--- config.mk ---
export PLATFORM = sky130hd
export DESIGN_NAME = pipe_stall_ctrl
export DESIGN_NICKNAME = d
export VERILOG_FILES = /design/src/rtl/pipe_stall_ctrl_pkg.sv /design/src/rtl/pipe_stall_ctrl_sat_counter.sv /design/src/rtl/pipe_stall_ctrl.sv
export SDC_FILE = /design/constraint.sdc
export NUM_CORES = 1
export LEC_CHECK = 0
export ABC_AREA = 0
export CAP_MARGIN = 20
export CORE_MARGIN = 1
export CORE_UTILIZATION = 46
export CTS_CLUSTER_DIAMETER = 150
export DETAILED_ROUTE_END_ITERATION = 7
export PLACE_DENSITY_LB_ADDON = 0.08
export SETUP_SLACK_MARGIN = 0.2
export SYNTH_ARGS = -nofsm -noshare
export SYNTH_HDL_FRONTEND = slang
export SYNTH_SLANG_ARGS = --single-unit
--- constraint.sdc ---
create_clock -name clk -period 2.7 [get_ports clk]
set_clock_uncertainty 0.2 [all_clocks]
set_input_delay 0.54 -clock clk [delete_from_list [all_inputs] [get_ports clk]]
set_output_delay 0.54 -clock clk [all_outputs]
set_load 0.01 [all_outputs]
--- src/rtl/pipe_stall_ctrl_pkg.sv ---
// Shared types and codes for the hazard stall controller.
// Stall request codes, FSM states and the stall code decoder.
package pipe_stall_ctrl_pkg;

   localparam logic [3:0] PIP_0STOP = 4'd0;
   localparam logic [3:0] PIP_1STOP = 4'd1;
   localparam logic [3:0] PIP_2STOP = 4'd2;
   localparam logic [3:0] PIP_3STOP = 4'd3;

   localparam logic [31:0] NOP_INST = 32'h0000_0013;

   typedef enum logic {
      ST_IDLE  = 1'b0,
      ST_STALL = 1'b1
   } state_e;

   typedef struct packed {
      logic [1:0] n;
      logic       bad;
   } stall_dec_t;

   function automatic stall_dec_t decode_stall(
      input logic [3:0] code
   );
      stall_dec_t d;
      d.n   = 2'd0;
      d.bad = 1'b0;
      unique case (code)
         PIP_0STOP: d.n = 2'd0;
         PIP_1STOP: d.n = 2'd1;
         PIP_2STOP: d.n = 2'd2;
         PIP_3STOP: d.n = 2'd3;
         default:   d.bad = 1'b1;
      endcase
      return d;
   endfunction

endpackage

--- src/rtl/pipe_stall_ctrl_sat_counter.sv ---
// Saturating up-counter with enable and synchronous clear.
// Holds at all-ones instead of wrapping.
module pipe_stall_ctrl_sat_counter #(
   parameter int W = 32
) (
   input  logic         clk,
   input  logic         clr,
   input  logic         en,
   output logic [W-1:0] cnt
);

   // count enabled cycles, stick at the top value
   always_ff @(posedge clk) begin
      if (clr) begin
         cnt <= '0;
      end else if (en && (cnt != '1)) begin
         cnt <= cnt + W'(1);
      end
   end

endmodule

--- src/rtl/pipe_stall_ctrl.sv ---
// Pipeline hold/flush controller fed by the hazard detector.
// One posedge FSM counts down multi-cycle RAW stalls.
module pipe_stall_ctrl
   import pipe_stall_ctrl_pkg::*;
#(
   parameter int CNT_W  = 2,
   parameter int PERF_W = 32
) (
   input  logic              clk,
   input  logic              rst,
   input  logic [3:0]        stall_info,
   input  logic              redirect,
   output logic              pc_we,
   output logic              ifid_we,
   output logic              ifid_flush,
   output logic              idex_flush,
   output logic              stall_busy,
   output logic [CNT_W-1:0]  stall_left,
   output logic              info_err,
   output logic [PERF_W-1:0] perf_stall,
   output logic [PERF_W-1:0] perf_flush
);

   state_e           state_q;
   state_e           state_d;
   logic [CNT_W-1:0] left_q;
   logic [CNT_W-1:0] left_d;
   logic             err_q;
   stall_dec_t       dec;

   // translate the hazard code into a stall depth
   always_comb begin
      dec = decode_stall(stall_info);
   end

   // next state and Mealy stage controls
   always_comb begin
      state_d    = state_q;
      left_d     = left_q;
      pc_we      = 1'b1;
      ifid_we    = 1'b1;
      ifid_flush = 1'b0;
      idex_flush = 1'b0;
      unique case (state_q)
         ST_IDLE: begin
            if (redirect) begin
               ifid_flush = 1'b1;
               idex_flush = 1'b1;
            end else if (dec.n != 2'd0) begin
               pc_we      = 1'b0;
               ifid_we    = 1'b0;
               idex_flush = 1'b1;
               if (dec.n != 2'd1) begin
                  state_d = ST_STALL;
                  left_d  = CNT_W'(dec.n - 2'd1);
               end
            end
         end
         ST_STALL: begin
            if (redirect) begin
               ifid_flush = 1'b1;
               idex_flush = 1'b1;
               state_d    = ST_IDLE;
               left_d     = '0;
            end else begin
               pc_we      = 1'b0;
               ifid_we    = 1'b0;
               idex_flush = 1'b1;
               if (left_q == CNT_W'(1)) begin
                  state_d = ST_IDLE;
                  left_d  = '0;
               end else begin
                  left_d = left_q - CNT_W'(1);
               end
            end
         end
      endcase
   end

   // state, countdown and sticky error register
   always_ff @(posedge clk) begin
      if (rst) begin
         state_q <= ST_IDLE;
         left_q  <= '0;
         err_q   <= 1'b0;
      end else begin
         state_q <= state_d;
         left_q  <= left_d;
         err_q   <= err_q | dec.bad;
      end
   end

   assign stall_busy = (state_q == ST_STALL);
   assign stall_left = left_q;
   assign info_err   = err_q;

   pipe_stall_ctrl_sat_counter #(
      .W (PERF_W)
   ) u_perf_stall (
      .clk (clk),
      .clr (rst),
      .en  (~pc_we),
      .cnt (perf_stall)
   );

   pipe_stall_ctrl_sat_counter #(
      .W (PERF_W)
   ) u_perf_flush (
      .clk (clk),
      .clr (rst),
      .en  (ifid_flush),
      .cnt (perf_flush)
   );

endmodule

==> results.tsv <==
metric	value	unit
ys_ff_latch	68	
maxSlewViolCount	0	
worstHoldEndpoint	info_err$_SDFF_PP0_	
synth-async-reset-ratio	0	
path_class	in -> reg	
ys_seq_area_frac	0.388	
fin_ws	100	ps
die_area	7990	µm²
worstPathRequired	2770	ps
row_count	31	
p_per_area	437	nW/µm²
crit_arrival	2670	ps
insertion_delay	340	ps
diodes	0	
grt_pass1_wl	15100	µm
end_kind	register	
hold_class	in -> reg	
cts_tree	yes	
cts_buffers	9	
worstSetupPathDepth	11	
die_w	89.4	µm
relSlewSlack	0.596	
wirelength	9360	µm
status	completed	
dr.first_iter.drc_count	186	
final_layout_size_suffix_gt1_frac	0.168	
ys_warn_count	0	
path_buf_inv	3	
r2r_end	u_perf_stall.cnt[15]$_SDFFE_PP0P_	
switching_share	0.216	
synth-xor-area-share	0.0474	
yosys.area_share.simple	0.312	
post_drt_wl_per_cell	14.7	µm
r2r_slack	280	ps
cts_sinks	68	
grt_antenna_before_repair	0	
instances_no_fill	635	
start_util	0.479	
grtUsageTotal	0.243	
port_buffers	78	
ys.flop_type	dfxtp_1	
clk_pin_slew	70	ps
critPathLaunchType	input pin	
critPathMaxFanout	5	
place_ws	-660	ps
htree_levels	3	
synthCells	424	
netlist-cell-type-count	51	
die_h	89.4	µm
yosys.area.top_type	dfxtp_1	
combPwrFrac	0.053	
io-pin-count	79	
clock_path_buffers	2	
drtPass1Iterations	4	
ir_worst_vdd	272	µV
postLayoutCoreUtil	0.679	
syn_avg_cell_area	8.28	µm²
synth.top_cell.area_share	0.388	
p_clk_frac	0.477	
setup_viol	0	
gr-total-overflow	0	
hold_start	stall_info[2]	
ant_nets	0	
finalHoldViolCount	0	
fmax	385	MHz
crit_path_max_incr_delay	430	ps
timing.final.crit_share	0.963	
max_cap_viol_count	0	
hpwl	6430	µm
core_region_area	7330	µm²
p_seq_frac	0.469	
synth_nets	437	
drcViolationCount	0	
cts_hold_buf	0	
grt_pass1_vias	3147	
hold_depth	3	
cts-root-buf	clkbuf_8	
tightest_slew	605	ps
synth_edf_count	0	
synth_top_family_by_area	simple AND/OR/NAND/NOR gates	
routabilityCongestion	0.818	
grt_max_degree	33	
viasPerCell	5.71	
via_count	3629	
synth_fa_ha_area_frac	0.0214	
crit_chain	buf_8, nor2_4, and2_4, inv_4, ha_4, nor2b_4, or3_4, a311o_2, buf_6, or4_4, a21oi_2	
finalSetupTns	0	ps
area_growth	41.8	%
power.leakage	1.60	nW
fin_crit	2600	ps
crit_family	simple AND/OR/NAND/NOR gates	
internal_power	0.00171	W
syn-cell-area	3510	µm²
synthMuxAreaShare	0.0185	
yosys-top-cells-area	dfxtp_1, a21oi_1, or3_1, nor2_1, or4_1	
synth_compound_area_frac	0.174	
fin_nets	544	
rr_worst_depth	6	
rr_startpoint	u_perf_stall.cnt[2]$_SDFFE_PP0P_	
switchingPower	0.000469	W
rsz0062_at_grt	true	
cp_slowest_cell	a311o_2	
dp_cells	610	
nFillCells	585	
## layout by cell type (no fill, tap or decap), drive strengths merged, types with 2 or more instances in the layout
cell type	synthesis	final
clkinv	0	2
nor2b	6	6
o21ai	25	25
xor2	7	7
nand4	21	21
clkdlybuf4s50	0	69
dfxtp	68	68
nor2	36	36
nor3	7	7
a311o	1	2
and4	10	10
xnor2	12	12
buf	7	40
and3	4	4
o31ai	16	16
dlygate4sd2	0	4
or2	2	2
clkbuf	11	10
bufinv	0	3
or3	27	27
a211oi	4	4
nand3	20	20
and2	7	7
a21oi	42	42
o211ai	2	2
inv	11	11
or4	19	19
mux2i	2	2
nand2	29	29
ha	6	6
nand2b	2	2
mux2	4	4
nor4	5	5
## sequential cells by signal (all words and copies together) (netlist names)
| signal | flops |
|---|---|
| stall_busy | 1 |
| info_err | 1 |
| u_perf_flush.cnt | 32 |
| stall_left | 2 |
| u_perf_stall.cnt | 32 |
## cells in the mapped netlist (all sizes together), types with 2 or more instances
| master | count |
|---|---|
| a211oi | 4 |
| nand2b | 2 |
| nor2b | 6 |
| xor2 | 7 |
| ha | 6 |
| nand2 | 29 |
| and3 | 4 |
| inv | 11 |
| or4 | 19 |
| nand3 | 20 |
| o21ai | 25 |
| nor4 | 5 |
| dfxtp | 68 |
| and4 | 10 |
| mux2 | 4 |
| o31ai | 16 |
| mux2i | 2 |
| o211ai | 2 |
| nand4 | 21 |
| nor2 | 36 |
| or2 | 2 |
| or3 | 27 |
| clkbuf | 11 |
| and2 | 7 |
| nor3 | 7 |
| a21oi | 42 |
| xnor2 | 12 |
| buf | 7 |
## timing repair
item	CTS	global route
setup endpoints to repair	33	14
resized for setup	25	19
gates cloned	1	0
setup buffers	5	3
pin swaps	10	12
## metal layers
layer / track usage / share of wire / vias up
li1: - / - / 1802
met1: 0.331 / 0.47 / 1713
met2: 0.381 / 0.45 / 106
met3: 0.0665 / 0.068 / 8
met4: 0.0577 / 0.0091 / 0
met5: 0 / 0 / -
## through the flow
step / hold slack [ps] / total power [W] / area, µm²
5_1_grt: 237 / 0.00225 / 4980
3_3_place_gp: 266 / 0.00115 / 4570
6_report: 233 / 0.00218 / 4980
2_1_floorplan: 296 / 0.00110 / 3570
4_1_cts: 221 / 0.00219 / 4880
3_5_place_dp: 266 / 0.00115 / 4570
## logic make-up after synthesis
kind of cell,Yosys count
multiplexers,6
adder cells (fa/ha/maj),6
flip-flops,68
AND/OR/NAND/NOR,195
AO/OA/AOI/OAI,100
XOR/XNOR,19
buffers and inverters,30
## power groups by stage
stage	registers, W	clock network (W)	logic [W]
floorplan	0.00105	0	0.0000569
global placement	0.00104	0	0.000110
detailed placement	0.00104	0	0.000111
CTS	0.00102	0.00106	0.000113
global route	0.00102	0.00110	0.000128
finish	0.00102	0.00104	0.000116
## how the worst max path moves through the flow
stage                                             end     startpoint  slack [ps]
CTS                 u_perf_stall.cnt[17]$_SDFFE_PP0P_  stall_info[2]         200
finish              u_perf_stall.cnt[15]$_SDFFE_PP0P_  stall_info[2]         100
floorplan           u_perf_stall.cnt[21]$_SDFFE_PP0P_  stall_info[3]           2
global route        u_perf_stall.cnt[15]$_SDFFE_PP0P_  stall_info[2]          70
detailed placement  u_perf_stall.cnt[17]$_SDFFE_PP0P_  stall_info[3]        -660
global placement    u_perf_stall.cnt[31]$_SDFFE_PP0P_  stall_info[3]        -580
## worst min-delay path: cells and delay by family
family / cells / cell delay (ps)
AND/OR/NAND/NOR: 2 / 120
buffers and inverters: 1 / 80
## area by class of cell
| class | instances | area [µm²] | share of cell area |
|---|---|---|---|
| Sequential cell | 68 | 1360 | 0.274 |
| Inverter | 11 | 43.8 | 0.00880 |
| Clock buffer | 10 | 138 | 0.0277 |
| Tap cell | 99 | 124 | 0.0249 |
| Multi-Input combinational cell | 327 | 2140 | 0.430 |
| Clock inverter | 6 | 111 | 0.0224 |
| Timing Repair Buffer | 114 | 1060 | 0.212 |
(Power assumes the default switching activity.)
==> edit: new RTL, same flow settings <==
Set the parameter `CNT_W` to 3 (it was 2).
--- a/src/rtl/pipe_stall_ctrl.sv
+++ b/src/rtl/pipe_stall_ctrl.sv
@@ -5,3 +5,3 @@
 #(
-   parameter int CNT_W  = 2,
+   parameter int CNT_W  = 3,
    parameter int PERF_W = 32
Interface: changed (resized stall_left); port bits go from 79 to 80. The function was not compared with the original's and may differ.
==> edit against the unedited design <==
  * Register-to-register slack improved by 30 ps
  * Setup slack improved by 140 ps
  * Sequential cell count up 1
  * Final area increased by 2.9%
  * Sequential share of layout area down 0.39 points
  * Routed wire length is 1.6% higher
  * Area after synthesis increased by 4.8%
  * Total power fell by 7.3%
  * Critical path depth unchanged
  * Global-route usage down 1.4 points
  * Critical endpoint is now u_perf_stall.cnt[27]
  * Highest routed layer unchanged
==> edit: results <==
[finish]
drive_gt1_frac = 0.211
fin_nets = 568

[power]
combPwrFrac = 0.069
max-vdd-ir-drop_mv = 0.204
p_leak_nw = 1.67
pwr-share-seq = 0.513

[logic_synthesis]
synth-xor-area-share = 0.0333
yosysSeqAreaShare = 0.375
ys_types = 53
synth_compound_area_frac = 0.180
synth_fa_ha_area_frac = 0.0170
ys_top_cells_by_count = dfxtp_1 (69), nor2_1 (39), a21oi_1 (35), nand2_1 (31)
ys_top_cells_by_area = dfxtp_1 (38%), a21oi_1 (4.8%), or4_1 (4.3%)
synth.area.mux_share = 0.0238
synth_nets = 446
syn-mean-instance-area_um2 = 8.48

[routing]
dr_wl_met3_um = 386
wl_met1_um = 4610
drtIter0Drc = 171
wl_met2_um = 4360
vias_per_cell = 5.68
routedWlPerCell_um = 14.4

[global_route]
grt_pass1_wl_um = 15400
grt_pass1_vias = 3361
use_met3 = 0.0327
grt_max_degree = 36
met2_usage = 0.366
grt_use_total = 0.228
met1_usage = 0.304

[outcome]
status = finished, final reports clean

[sta]
slew_headroom = 0.574
final.period_utilization = 0.909
hold_ws_ps = 270

[placed_design]
gp_congestion = 0.843
place_ws_ps = -438
dp_cells = 635
dp_hpwl_um = 6770
io_buffers = 79

[setup_path]
crit_end = u_perf_stall.cnt[27]
arrival_ps = 2510
worst-r2r-setup-slack_ps = 310
ff2ff_path_depth = 9
cpMaxStageDelayCell = or4_1
reg2reg_from = u_perf_flush.cnt[1]
critical-path-max-stage-delay_ps = 510
crit_fanout = 5

[clock_network]
cts_setup_buffers = 6
cts_buffers = 9

[worst_hold_path]
holdPathStages = 2
hp-class = flip-flop to flip-flop
holdCritStartpoint = info_err
[edit: cell types whose count changed in the layout (fill, tap and decap cells not counted), moves of 4 or more]
cell | unedited run | this run
a21oi_1 | 38 | 34
a21oi_2 | 4 | 9
and2_1 | 6 | 0
and4_1 | 9 | 4
buf_4 | 34 | 50
nand3_2 | 1 | 5
nand4_1 | 21 | 10
nor2b_1 | 5 | 9
nor4_1 | 1 | 8
or3_1 | 24 | 18
or3_2 | 0 | 5
xnor2_1 | 12 | 4
[edit: worst min-delay path: cells and delay by family, from the launching register on]
family / cells / cell delay, ps
flip-flops: 1 / 330
AND/OR/NAND/NOR: 2 / 110
[edit: cell type report]
type | instances | area, um2
Sequential cell | 69 | 1380
Clock buffer | 14 | 163
Multi-Input combinational cell | 335 | 2210
Timing Repair Buffer | 132 | 1180
Tap cell | 102 | 128
Clock inverter | 1 | 30.0
Fill cell | 655 | 2600
Inverter | 9 | 33.8
